**src/rtl/divisor_secuencial.sv**
```systemverilog
// Sequential restoring divider, one quotient bit per cycle, signed (DIV) and unsigned (DIVU).
// Signed operands are reduced to magnitudes on accept; signs are reapplied in a single FIX cycle.
module divisor_secuencial #(
    parameter int WIDTH = 32
) (
    input  logic             clk,
    input  logic             rst_n,
    input  logic             start,
    input  logic             is_signed,
    input  logic [WIDTH-1:0] dividend,
    input  logic [WIDTH-1:0] divisor,
    output logic             busy,
    output logic             done,
    output logic [WIDTH-1:0] quotient,
    output logic [WIDTH-1:0] remainder,
    output logic             div_by_zero
);
    typedef enum logic [1:0] {IDLE, RUN, FIX, DONE} state_t;
    localparam int CW = $clog2(WIDTH + 1);

    state_t           state;
    logic [WIDTH:0]   rem;
    logic [WIDTH-1:0] quo;
    logic [WIDTH-1:0] dvs;
    logic             neg_q;
    logic             neg_r;
    logic [CW-1:0]    cnt;

    logic [WIDTH+1:0] rem_sh;
    logic [WIDTH:0]   rem_sub;
    logic             take;
    logic [WIDTH-1:0] a_abs;
    logic [WIDTH-1:0] b_abs;

    // shifted partial remainder carries one extra bit so the compare never overflows
    assign rem_sh  = {rem, quo[WIDTH-1]};
    assign take    = rem_sh >= {2'b00, dvs};
    assign rem_sub = rem_sh[WIDTH:0] - {1'b0, dvs};
    assign a_abs   = (is_signed && dividend[WIDTH-1]) ? -dividend : dividend;
    assign b_abs   = (is_signed && divisor[WIDTH-1])  ? -divisor  : divisor;

    always_ff @(posedge clk) begin
        if (!rst_n) begin
            state       <= IDLE;
            busy        <= 1'b0;
            done        <= 1'b0;
            quotient    <= '0;
            remainder   <= '0;
            div_by_zero <= 1'b0;
            rem         <= '0;
            quo         <= '0;
            dvs         <= '0;
            neg_q       <= 1'b0;
            neg_r       <= 1'b0;
            cnt         <= '0;
        end else begin
            case (state)
                IDLE, DONE: begin
                    done  <= 1'b0;
                    state <= IDLE;
                    if (start) begin
                        if (divisor == '0) begin
                            state       <= DONE;
                            done        <= 1'b1;
                            quotient    <= '1;
                            remainder   <= dividend;
                            div_by_zero <= 1'b1;
                        end else begin
                            state <= RUN;
                            busy  <= 1'b1;
                            rem   <= '0;
                            quo   <= a_abs;
                            dvs   <= b_abs;
                            cnt   <= '0;
                            neg_q <= is_signed && (dividend[WIDTH-1] ^ divisor[WIDTH-1]);
                            neg_r <= is_signed && dividend[WIDTH-1];
                        end
                    end
                end
                RUN: begin
                    rem <= take ? rem_sub : rem_sh[WIDTH:0];
                    quo <= {quo[WIDTH-2:0], take};
                    cnt <= cnt + 1'b1;
                    if (cnt == CW'(WIDTH - 1))
                        state <= FIX;
                end
                FIX: begin
                    state       <= DONE;
                    busy        <= 1'b0;
                    done        <= 1'b1;
                    quotient    <= neg_q ? -quo : quo;
                    remainder   <= neg_r ? -rem[WIDTH-1:0] : rem[WIDTH-1:0];
                    div_by_zero <= 1'b0;
                end
                default: state <= IDLE;
            endcase
        end
    end
endmodule

```
**config.mk**
```make
export PLATFORM = sky130hd
export DESIGN_NAME = divisor_secuencial
export DESIGN_NICKNAME = d
export VERILOG_FILES = /design/src/rtl/divisor_secuencial.sv
export SDC_FILE = /design/constraint.sdc
export NUM_CORES = 1
export LEC_CHECK = 0
export CORE_MARGIN = 8
export CORE_UTILIZATION = 42
export DETAILED_ROUTE_END_ITERATION = 8
export PLACE_DENSITY = 0.63
export SLEW_MARGIN = 20
export SYNTH_ARGS = -nofsm -noshare
export SYNTH_HDL_FRONTEND = slang
export SYNTH_SLANG_ARGS = --single-unit
```
**constraint.sdc**
```tcl
create_clock -name clk -period 3.8 [get_ports clk]
set_input_delay 0.95 -clock clk [delete_from_list [all_inputs] [get_ports clk]]
set_output_delay 0.95 -clock clk [all_outputs]
set_load 0.01 [all_outputs]
```
==> results.md <==
- DR DRC count: 0
- Antenna violations before repair: 0
- Leakage: 5.73 nW
- Site Rows: 60
- Post-CTS Hold Fix Bufs: 0
- Final Setup Violations: 0
- Slew Limit Fails: 0
- Post-synth EDFFs: 0
- Overall power: 7.71 mW
- Crit. Startpoint: divisor[2]
- Layout Cells excl Fill: 1964
- Starting density of the core: 42.3%
- Final wirelength: 31500 um
- Buffers added on ports: 134
- FILL cells: 2570
- Worst Setup Path Type: input pin to register
- Largest net degree at the start of global routing: 70
- Fin. Hold Viols: 0
- GPL Wtd Cong: 0.877
- #FFs+latches synth: 174
- Compound-cell area share of the yosys netlist: 27.3%
- Crit. End Element: register
- RSZ-0062 raised after global routing: no
- Synth unique cells: 56
- Final nets: 1719
- Most used DFF post-synth: dfxtp_1
- Startpoint Class: input pin
- Area grow syn2layout: 26.5%
- FFs w/ async S/R, synth: 0%
- RR Startpoint: rem[7]$_SDFFE_PN0P_
- Worst slew margin: 32.4%
- Clock sinks: 174
- Cell area power density: 539 mW/mm^2
- Ranking of synthesized cells by area: dfxtp_1 31%, nand2_1 7.7%, xnor2_1 6.8%, o21ai_0 5.6%, xor2_1 4.8%
- Synth Warn #: 0
- TritonRoute pass-1 iters: 6
- # diodes: 0
- CTS tree: done
- Outcome: complete, no violations
- Fmax: 0.271 GHz
- Die Y: 180 um
- Synth Net Count: 1549
- H-tree depth: 4
- Wire per inst: 16.1 um
- Peak supply drop: 0.349 mV
- Vias in the first global route: 10100
- Worst path required time: 4.15 ns
- Adder-cell share of the synthesized area: 4.60%
- 1st-iter DRT viols: 715
- Final Cycle Share: 97.0%
- Core area: 0.0267 sq mm
- Commonest non-fill, non-tap cell in the layout: nand2_1
- GR Overflow Total: 0
- Setup tns final: 0 ns
- Seq/Total Area, Yosys: 30.8%
- Main combinational cell family by area after synthesis: compound AO/OA/AOI/OAI gates
- Final ANT Viol Nets: 0
- Inserted Clock Buffers: 17
- Clk root buf: clkbuf_16
- Worst EP arrival: 4.04 ns
- # IOs: 135
- Layout Skew: 0.0102 ns
- Placed Cells: 1928
- Synthesized cell area: 0.0113 sq mm
- Synth area leader: dfxtp_1
- Average cell area after synthesis: 7.85 sq um
- Via count: 10600
- Hold Crit Class: register to register
- Simple-Gate Fraction of Synth Area: 19.1%
- Most frequent cells in the layout: 230 x nand2_1, 173 x dfxtp_1, 130 x clkdlybuf4s50_1, 123 x o21ai_0, 98 x buf_4
- Worst Path Max Fanout: 7
- Xor/xnor share of the synthesized area: 11.6%
- Final Critical Period: 3.68 ns
- Die footprint: 0.0324 sq mm
- DP HPWL: 24200 um
- Die width: 180 um
- Synth Instances: 1440
- Total GRT Usage: 18.9%
- Worst-Skew Late Latency: 0.43 ns
- Max Cap Viol: 0
- Layout cells sized above 1: 12.1%
- Hold path startpoint: remainder[3]$_SDFFE_PN0P_
- Vias per inst: 5.38
- Area share of the largest cell type after synthesis: 30.8%
- Multiplexer share of the synthesized area: 1.54%
- Pin slew with the least headroom to its limit: 1.01 ns
- CTS max path bufs: 2
- Clock slew at reported path FFs: 0.07 ns
- First-pass GRT wire length: 51800 um
power by group:
group,leakage [nW],switching [mW],internal [mW]
logic,4.06,1.94,1.57
clock network,0.257,0.789,0.866
registers,1.42,0.342,2.20
total,5.73,3.07,4.64
logic make-up (layout without fill, tap and decap cells):
kind of cell               count (synthesis)  in the layout
AOI/OAI and AO/OA                        444            444
xor gates and xnor gates                 150            150
adders and majority gates                 41             41
buffers and inverters                    150            333
DFF                                      174            174
muxes                                     17             17
and+or+nand+nor                          464            464
worst paths after layout:
check | slack [ns] | to | depth (start not counted)
worst max-delay path | 0.12 | rem[29]$_SDFFE_PN0P_ | 12
worst min register to register | 0.47 | remainder[3]$_SDFFE_PN0P_ | 2
worst min-delay path | 0.47 | remainder[3]$_SDFFE_PN0P_ | 2
worst max register to register | 0.20 | remainder[29]$_SDFFE_PN0P_ | 10
layer usage:
| metal | global-route usage, % | share of wire (%) |
|---|---|---|
| met1 | 25.0 | 48 |
| met5 | 0 | 0 |
| met3 | 2.82 | 3.8 |
| met2 | 31.6 | 46 |
| met4 | 5.06 | 1.5 |
state kept, by name, summed over array words and instances (netlist names), 2 cells and up:
name / flops
rem: 33
quotient: 32
dvs: 32
quo: 32
cnt: 6
remainder: 32
state: 2
what timing repair did:
action,4_1_cts,5_1_grt
endpoints found under the setup margin,12,88
setup buffers,0,1
cloned,0,3
pin swaps,0,5
resized for setup,2,20
cell usage after synthesis (all sizes together) (5+ instances only):
master  instances
nor2           68
a21oi          75
dfxtp         174
and2           14
o21ai         130
a32oi           7
o211a          36
o211ai         30
a211oi          5
a21boi         50
nand4          11
o31ai          26
inv            60
a221oi          9
a21o            7
or4            23
and3            6
xor2           62
mux2i          14
nor2b          22
nor3b           8
nand3          19
clkbuf         88
ha             40
o41ai          10
nor3           21
nand2         233
a22oi          12
nand2b         10
or3            15
xnor2          88
o21bai          8
o221a          24
nor4            6
per-stage QoR:
stage | hold WS, ns | area (sq um) | setup slack [ns] | util (%)
2_1_floorplan | 0.426 | 11400 | -0.0236 | -
3_3_place_gp | 0.457 | 13600 | -0.400 | 50.9
3_5_place_dp | 0.461 | 13600 | -0.486 | 50.9
4_1_cts | 0.469 | 14200 | 0.0465 | 53.0
5_1_grt | 0.488 | 14300 | 0.00283 | 53.5
6_report | 0.467 | 14300 | 0.116 | 53.5
layout make-up:
class	instances	area, sq um	share of cell area, %
Sequential cell	174	3480	24.4
Multi-Input combinational cell	1116	7350	51.4
Clock buffer	19	443	3.10
Tap cell	341	427	2.98
Timing Repair Buffer	241	2260	15.8
Inverter	60	225	1.58
Clock inverter	13	109	0.761
critical path, stage by stage:
cell and delay [ns]:
clkdlybuf4s50_1 0.43, or4_4 0.56, nor4_4 0.34, nand3_2 0.13, or4_4 0.55, buf_6 0.15, and3_4 0.19, a21oi_4 0.17
and2_4 0.25, clkbuf_16 0.18, a32oi_1 0.05, o21ai_0 0.09
(Power assumes the default switching activity.)
